$ cat src/rtl/gpr_operand_fetch_pkg.sv
// Shared parameters and types for the GPR operand fetch unit.
// Operand addresses are {thread id, register number}.
package rfPhoenixPkg;
    localparam int NTHREADS = 4;
    localparam int NREGS    = 64;
    localparam int TidMSB   = $clog2(NTHREADS) - 1;
    localparam int VALUE_W  = 32;

    typedef logic [VALUE_W-1:0] Value;
    typedef logic [5+TidMSB+1:0] gpr_addr_t;
    typedef logic [1:0] opnd_idx_t;

    typedef enum logic [1:0] {
        FETCH_IDLE,
        FETCH_ISSUE,
        FETCH_DRAIN,
        FETCH_OUT
    } fetch_state_t;

    // Lowest-numbered operand still waiting to be issued (a before b before c).
    function automatic opnd_idx_t first_opnd(input logic [2:0] pend);
        if (pend[0]) return 2'd0;
        if (pend[1]) return 2'd1;
        return 2'd2;
    endfunction
endpackage

$ cat src/rtl/gpr_operand_fetch_opnd_slot.sv
// One operand slot: latched address, captured value and bypass flag.
// Before capture the value register doubles as bypass storage.
module gpr_opnd_slot
    import rfPhoenixPkg::*;
(
    input  logic      clk,
    input  logic      rst,
    input  logic      load,
    input  gpr_addr_t load_addr,
    input  logic      inflight,
    input  logic      capture,
    input  Value      rf_o,
    input  logic      wb_wr,
    input  gpr_addr_t wb_wa,
    input  Value      wb_i,
    output gpr_addr_t addr,
    output Value      val
);
    gpr_addr_t addr_q, addr_d;
    Value      val_q, val_d;
    logic      byp_q, byp_d;
    logic      done_q, done_d;
    logic      hit;

    always_comb begin
        hit    = wb_wr && (wb_wa == addr_q);
        addr_d = addr_q;
        val_d  = val_q;
        byp_d  = byp_q;
        done_d = done_q;
        if (load) begin
            addr_d = load_addr;
            val_d  = '0;
            byp_d  = 1'b0;
            done_d = 1'b0;
        end else if (capture) begin
            // a write landing in the capture cycle is newer than anything stored
            val_d  = hit ? wb_i : (byp_q ? val_q : rf_o);
            byp_d  = 1'b0;
            done_d = 1'b1;
        end else if (hit && (inflight || done_q)) begin
            val_d  = wb_i;
            byp_d  = byp_q || inflight;
        end
    end

    always_ff @(posedge clk) begin
        if (rst) begin
            addr_q <= '0;
            val_q  <= '0;
            byp_q  <= 1'b0;
            done_q <= 1'b0;
        end else begin
            addr_q <= addr_d;
            val_q  <= val_d;
            byp_q  <= byp_d;
            done_q <= done_d;
        end
    end

    assign addr = addr_q;
    assign val  = val_q;
endmodule

$ cat src/rtl/gpr_operand_fetch.sv
// Fetches up to three operands for one thread from a two-cycle-latency
// register file, forwarding snooped write-backs into in-flight and held operands.
//
// state | meaning
// IDLE  | ready for a request
// ISSUE | one enabled operand address per cycle on rf_ra
// DRAIN | waiting for outstanding reads to return
// OUT   | operands valid, waiting for out_rdy
module gpr_operand_fetch
    import rfPhoenixPkg::*;
(
    input  logic              clk,
    input  logic              rst,
    input  logic              req_v,
    output logic              req_rdy,
    input  logic [TidMSB:0]   req_tid,
    input  logic [5:0]        req_ra,
    input  logic [5:0]        req_rb,
    input  logic [5:0]        req_rc,
    input  logic [2:0]        req_mask,
    output gpr_addr_t         rf_ra,
    input  Value              rf_o,
    input  logic              wb_wr,
    input  gpr_addr_t         wb_wa,
    input  Value              wb_i,
    output logic              out_v,
    input  logic              out_rdy,
    output logic [TidMSB:0]   out_tid,
    output Value              out_a,
    output Value              out_b,
    output Value              out_c
);
    fetch_state_t    state_q, state_d;
    logic [TidMSB:0] tid_q, tid_d;
    logic [2:0]      pend_q, pend_d;
    logic            p1_v_q, p1_v_d, p2_v_q, p2_v_d;
    opnd_idx_t       p1_idx_q, p1_idx_d, p2_idx_q, p2_idx_d;
    opnd_idx_t       sel;
    logic            load;
    logic [2:0]      inflight, capture;
    gpr_addr_t       load_addr [3];
    gpr_addr_t       slot_addr [3];
    Value            slot_val  [3];

    assign load_addr[0] = {req_tid, req_ra};
    assign load_addr[1] = {req_tid, req_rb};
    assign load_addr[2] = {req_tid, req_rc};

    for (genvar i = 0; i < 3; i++) begin : g_slot
        // p1 marks a read issued last cycle, p2 one whose data is on rf_o now
        assign inflight[i] = p1_v_q && (p1_idx_q == opnd_idx_t'(i));
        assign capture[i]  = p2_v_q && (p2_idx_q == opnd_idx_t'(i));

        gpr_opnd_slot u_slot (
            .clk       (clk),
            .rst       (rst),
            .load      (load),
            .load_addr (load_addr[i]),
            .inflight  (inflight[i]),
            .capture   (capture[i]),
            .rf_o      (rf_o),
            .wb_wr     (wb_wr),
            .wb_wa     (wb_wa),
            .wb_i      (wb_i),
            .addr      (slot_addr[i]),
            .val       (slot_val[i])
        );
    end

    always_comb begin
        state_d  = state_q;
        tid_d    = tid_q;
        pend_d   = pend_q;
        sel      = first_opnd(pend_q);
        p1_v_d   = 1'b0;
        p1_idx_d = sel;
        p2_v_d   = p1_v_q;
        p2_idx_d = p1_idx_q;
        load     = 1'b0;
        req_rdy  = 1'b0;
        out_v    = 1'b0;
        rf_ra    = '0;
        case (state_q)
            FETCH_IDLE: begin
                req_rdy = 1'b1;
                if (req_v) begin
                    load    = 1'b1;
                    tid_d   = req_tid;
                    pend_d  = req_mask;
                    state_d = (req_mask != 3'b000) ? FETCH_ISSUE : FETCH_OUT;
                end
            end
            FETCH_ISSUE: begin
                case (sel)
                    2'd0:    rf_ra = slot_addr[0];
                    2'd1:    rf_ra = slot_addr[1];
                    default: rf_ra = slot_addr[2];
                endcase
                p1_v_d = 1'b1;
                pend_d = pend_q & ~(3'b001 << sel);
                if (pend_d == 3'b000) state_d = FETCH_DRAIN;
            end
            FETCH_DRAIN: begin
                if (p2_v_q && !p1_v_q) state_d = FETCH_OUT;
            end
            FETCH_OUT: begin
                out_v = 1'b1;
                if (out_rdy) state_d = FETCH_IDLE;
            end
            default: state_d = FETCH_IDLE;
        endcase
    end

    always_ff @(posedge clk) begin
        if (rst) begin
            state_q  <= FETCH_IDLE;
            tid_q    <= '0;
            pend_q   <= '0;
            p1_v_q   <= 1'b0;
            p1_idx_q <= '0;
            p2_v_q   <= 1'b0;
            p2_idx_q <= '0;
        end else begin
            state_q  <= state_d;
            tid_q    <= tid_d;
            pend_q   <= pend_d;
            p1_v_q   <= p1_v_d;
            p1_idx_q <= p1_idx_d;
            p2_v_q   <= p2_v_d;
            p2_idx_q <= p2_idx_d;
        end
    end

    assign out_tid = tid_q;
    assign out_a   = slot_val[0];
    assign out_b   = slot_val[1];
    assign out_c   = slot_val[2];
endmodule

$ cat config.mk
export PLATFORM = sky130hd
export DESIGN_NAME = gpr_operand_fetch
export DESIGN_NICKNAME = d
export VERILOG_FILES = /design/src/rtl/gpr_operand_fetch_pkg.sv /design/src/rtl/gpr_operand_fetch_opnd_slot.sv /design/src/rtl/gpr_operand_fetch.sv
export SDC_FILE = /design/constraint.sdc
export NUM_CORES = 1
export LEC_CHECK = 0
export CAP_MARGIN = 20
export CORE_ASPECT_RATIO = 0.5
export CORE_MARGIN = 2
export CORE_UTILIZATION = 42
export CTS_CLUSTER_DIAMETER = 200
export DETAILED_ROUTE_END_ITERATION = 6
export GPL_TIMING_DRIVEN = 0
export PLACE_DENSITY_LB_ADDON = 0.05
export SLEW_MARGIN = 20
export SYNTH_ARGS = -nofsm -noshare
export SYNTH_HDL_FRONTEND = slang
export SYNTH_SLANG_ARGS = --single-unit
$ cat constraint.sdc
create_clock -name clk -period 2.65 [get_ports clk]
set_input_delay 0.265 -clock clk [delete_from_list [all_inputs] [get_ports clk]]
set_output_delay 0.265 -clock clk [all_outputs]
set_load 0.01 [all_outputs]
* Word level (Yosys, flattened, before mapping)
Index checks and enable logic that the tools add are counted.
** Word-level totals
- Bits in registers :: 139
- Input bits :: 100
- Output and inout port bits :: 108
** Operators by class
- Equality and inequality tests :: 18
- Shifts and indexed selects :: 1
- Mux-type cells :: 34
- Bitwise logic cells :: 2
- Reductions and logical operators :: 40
** Operator list (number)
- two-way mux 32 bit :: 12
- equality test 8 bit :: 3
- two-way mux 2 bit :: 9
- case mux 8 bit (2 select lines) :: 1
- logical AND 1 bit :: 13
- AND reduction 2 bit :: 5
- != test 3 bit, second input constant :: 3
- OR reduction 3 bit :: 3
- equality test 2 x 1 -> 1 bit, second input constant :: 4
- equality test 2 bit, second input constant :: 4
- zero test 2 bit :: 4
- two-way mux 1 bit :: 8
- two-way mux 8 bit :: 1
- != test 2 bit, second input constant :: 4
- case mux 2 bit (4 select lines) :: 1
- nonzero test 2 bit :: 4
- logical OR 1 bit :: 6
- case mux 3 bit (2 select lines) :: 1
- AND reduction 4 bit :: 1
- AND 3 bit :: 1
- zero test 3 bit :: 1
- two-way mux 3 bit :: 1
- NOT 3 bit :: 1
- nonzero test 3 bit :: 1
- other kinds (3) :: 3

* Longest topological paths before layout
Gate-level depths: netlist (run 1).
- Depth in word-level cells :: 10
- Depth in mapped cells :: 8
- Mapped depth without buffers :: 7

* Hierarchy
Synthesis (run 1) repeated with hierarchy kept, for this count alone.
** Unflattened totals
- Cells, all modules :: 823
- Area, all modules :: 8211.6 um^2
** Modules (own cells, without submodules)
- gpr_opnd_slot :: instances 3, cells each 239, area each 2457.4 um^2, sequential area each 840.8 um^2
- gpr_operand_fetch :: instances 1, cells each 106, area each 839.6 um^2, sequential area each 260.2 um^2

* Least setup slack after synthesis (run 1)
No wires, ideal clock.
- Path type :: flip-flop to flip-flop
- Start :: register state_q[0]
- End :: register g_slot[2].u_slot.val_q[23]
- Setup time :: 0.070 ns
- Arrival time :: 1.845 ns
- Data required time :: 2.580 ns
- Setup slack :: 0.735 ns
- Cell stages (with the launch flop) :: 9
- Clock period less this slack :: 1.915 ns
- Cell sequence :: dfxtp_1 inv_1 ha_1 and2_0 nor2_1 clkbuf_1 clkbuf_1 o21ai_0 a21oi_1
** On the way
- Word-level cells in the longest chain between the ends :: 3
** RTL lines
- start, declared :: RTL line gpr_operand_fetch.sv:33 : fetch_state_t state_q, state_d;
- start signal, assigned :: RTL line gpr_operand_fetch.sv:124 : state_q <= state_d;
- zero test 2 bit :: RTL line gpr_operand_fetch.sv:83 : case (state_q)
- two-way mux 1 bit :: RTL line gpr_operand_fetch.sv:83
- OR reduction 2 bit (no line)
- end signal, assigned :: RTL line gpr_operand_fetch_opnd_slot.sv:55 : val_q <= val_d;
- end, declared :: RTL line gpr_operand_fetch_opnd_slot.sv:20 : Value val_q, val_d;
No other way between the ends.
A chain may end at the register's enable or synchronous reset.

* Worst setup path in the final report (run 1)
- Start :: register state_q[1]
- End :: output rf_ra[0]
** On the way
- Word-level cells in the longest chain between the ends :: 2
** RTL lines
- equality test 2 x 1 -> 1 bit :: RTL line gpr_operand_fetch.sv:83
- two-way mux 8 bit :: RTL line gpr_operand_fetch.sv:83
- end, declared :: RTL line gpr_operand_fetch.sv:21 : output gpr_addr_t rf_ra,
No other way between the ends.

==> results of run 1 <==
## power groups by stage
stage	clock network [mW]	registers (mW)	logic, mW
2_1_floorplan	0	2.29	0.753
3_3_place_gp	0	2.28	1.34
3_5_place_dp	0	2.29	1.35
4_1_cts	2.54	2.24	1.37
5_1_grt	2.64	2.26	1.50
6_report	2.52	2.24	1.37
## sequential cells by signal, indices dropped and copies added (netlist names)
name and flops:
p2_v_q 1, g_slot.u_slot.addr 18, state_q 2, pend_q 3
out_tid 2, g_slot.u_slot.done_q 3, p1_idx_q 2, g_slot.u_slot.byp_q 3
p2_idx_q 2, g_slot.u_slot.val 96, p1_v_q 1
## metal layers
metal  track usage  up-vias
met3       0.06057       13
met4       0.06086        0
met5             0        -
met2        0.4062      170
li1              -     2821
met1        0.3012     2687
## through the flow
step,power [mW],std cells
after floorplan,3.044,671
after global placement,3.623,1070
after detailed placement,3.641,1070
after CTS,6.149,1102
after global routing,6.400,1102
final,6.135,1102
## final timing paths
check             slack [ns]  cells past startpoint                               endpoint               startpoint
setup / recovery        0.20                      5                               rf_ra[0]  state_q[1]$_SDFFE_PP0P_
hold / removal          0.39                      3  g_slot[2].u_slot.addr[4]$_SDFFE_PP0P_                req_rc[4]
setup reg to reg        0.36                      8  g_slot[1].u_slot.val[31]$_SDFFE_PP0P_  state_q[0]$_SDFFE_PP0P_
hold reg to reg         0.46                      2                 p2_idx_q[0]$_SDFF_PP0_   p1_idx_q[0]$_SDFF_PP0_
## cell usage in the layout, fill, tap and decap left out, types with 8 or more instances in the layout
cell	count
a21oi_1	123
mux2i_1	102
xnor2_1	12
clkdlybuf4s50_1	207
o21ai_0	97
xor2_1	8
clkbuf_1	23
clkbuf_2	8
dfxtp_1	133
nor3_1	8
and2_1	8
clkbuf_16	17
buf_2	10
o21ai_1	8
nor2_1	16
nand2_1	54
## area by class of cell
| cell class | count | area [um^2] |
|---|---|---|
| inverter | 5 | 18.77 |
| clock inverter | 14 | 200.2 |
| fill | 1188 | 4797 |
| tap | 192 | 240.2 |
| multi-input combinational | 482 | 3067 |
| clock buffer | 18 | 429.2 |
| sequential | 133 | 2663 |
| timing repair buffer | 207 | 2072 |
| buffer | 51 | 289.0 |
## Yosys cell counts, drive strengths merged, types with 8 or more instances
| cell | number |
|---|---|
| o21ai | 107 |
| mux2i | 102 |
| nand2 | 55 |
| buf | 21 |
| nor2 | 18 |
| dfxtp | 133 |
| xor2 | 8 |
| a21oi | 123 |
| and2 | 9 |
| clkbuf | 30 |
| xnor2 | 12 |
| nor3 | 8 |
## critical path: cells and delay by family, from the launching register on
kind,cells,cell delay [ns]
and+or+nand+nor,1,0.20
DFF,1,0.33
adders and majority gates,1,0.30
buffers and inverters,3,0.93
## logic make-up after synthesis
kind of cell / Yosys count
simple gates: 117
mux: 102
flops: 133
fa+ha+maj: 6
compound gates: 237
xor+xnor: 20
buf+inv: 56
==> key figures, run 1 <==
Route
  • Starting DRT DRC Count: 343
  • Wirelength per Cell: 16.71 um
  • Final wirelength: 18,410 um
  • Uppermost routed layer: met4
  • Drt drc: 0
  • DR vias/cell: 5.164
  • Met1 wire length: 8529 um
  • Vias: 5,691
  • Met3 WL: 1077 um
  • Met2 wire len: 8652 um
  • First-pass iteration count of the detailed router: 5
  • Post-route ant nets: 0

Clock network
  • TritonCTS Buffers: 17
  • Setup Fix Bufs, Post-CTS: 0
  • Clock latency on the worst-skew pair: 0.42 ns
  • Post-cts gate resize count: 1
  • CTS root buffer: clkbuf_16
  • Clock tree buffer depth: 2
  • Clock Sinks: 133
  • Hold buffers post-CTS: 0
  • Htree depth: 4
  • Clock transition at the registers of the reported paths: 0.06 ns
  • CTS tree: built

Floorplan
  • # rows: 30
  • I/O Pins: 208
  • Die height: 88.69 um
  • Core area: 13,780 um^2
  • Initial Util: 0.4373
  • Die X: 173.4 um
  • Die area: 15,380 um^2

Synthesis
  • Mapped Cells: 671
  • Asr flop ratio synth: 0
  • Proportion of synthesized area in mux cells: 0.1695
  • Synthesized area per cell: 8.978 um^2
  • Synth Area in Compound Gates: 0.2039
  • Net Count, Synth: 776
  • Synth Flop Type: dfxtp_1
  • YS warnings: 0
  • Number of synthesized flops with an enable pin: 0
  • Largest family of logic cells by synthesized area: compound AO/OA/AOI/OAI gates
  • Post-synthesis simple-gate area fraction: 0.09408
  • Share of the synthesized area in the top cell type: 0.4420
  • Adder-Cell Fraction of Synth Area: 0.01205
  • Post-synthesis xor/xnor area fraction: 0.02908
  • Seq cells post-synth: 133
  • Yosys cell types: 39
  • Synth area leaders: dfxtp_1, mux2i_1, a21oi_1
  • Cell Area, Synth: 6025 um^2
  • Synth area leader: dfxtp_1
  • Sequential share of the synthesized area: 0.4420

Pwr
  • P_sw: 1.781 mW
  • Max VDD drop: 466.4 uV
  • Logic gate share of total power: 0.223
  • Switching Share: 0.2904
  • Clk pwr share: 0.411
  • Leak Pwr: 3.429 nW
  • Power per Cell Area: 683.3 nW/um^2
  • Flop pwr share: 0.366
  • Pint: 4.354 mW

STA
  • Final period utilization: 0.9260
  • Least-Margin Pin Slew: 0.6258 ns
  • Clock Skew: 0.009714 ns
  • Slack of the critical path: 0.1961 ns
  • Final hold vios: 0
  • Setup-failing EPs final: 0
  • Max Freq: 407.5 MHz
  • Minimum clock period: 2.454 ns
  • Setup TNS: 0 ns
  • RSZ-0062 raised after global routing: false
  • Slew margin rel.: 0.5819
  • Hold WS: 0.3909 ns
  • Max-slew violation count: 0

Global routing
  • Largest net degree at the start of global routing: 17
  • Initial antenna violation count: 0
  • First-pass GRT wire length: 28,170 um
  • GR Overflow Total: 0
  • Global-route usage over all layers: 0.2361
  • Number of global-route vias before repair: 5,346

Final layout
  • Fin nets: 1,002
  • Layout area overhead: 49.03%
  • Layout cell share with drive strength beyond 1: 0.07692
  • Final Util: 0.6518
  • Final instance area: 8979 um^2
  • Ant diodes: 0

Outcome
  • Status: finished clean

Setup path
  • Worst EP arrival: 2.19 ns
  • Crit Path Category: flop to output pin
  • CP max FO: 10
  • Slowest CP cell: clkdlybuf4s50_1
  • CP endpoint kind: output pin
  • Worst path max stage delay: 0.54 ns
  • Crit-path cells: inv_1, ha_1, clkbuf_2, and2_1, clkdlybuf4s50_1
  • Data required time of the critical path: 2.38 ns
  • CP startpoint kind: flop

Placement
  • Final HPWL DP: 13,640 um
  • Post-DP Area: 8337 um^2
  • Pre-CTS WS: 0.01321 ns
  • IO buf count: 207
  • Routability cong.: 0.8163

Min path
  • Worst Hold Class: input pin to flop

Flow run
  • Maxcap violations: 0
No activity file was read; power rests on OpenSTA's default activity.
==> run 2: changes to the inputs <==
Settings changed: GPL_ROUTABILITY_DRIVEN set to 1.
==> results of run 2 <==
Same layout as run 1: the final DEF is identical, and so are final timing and power.
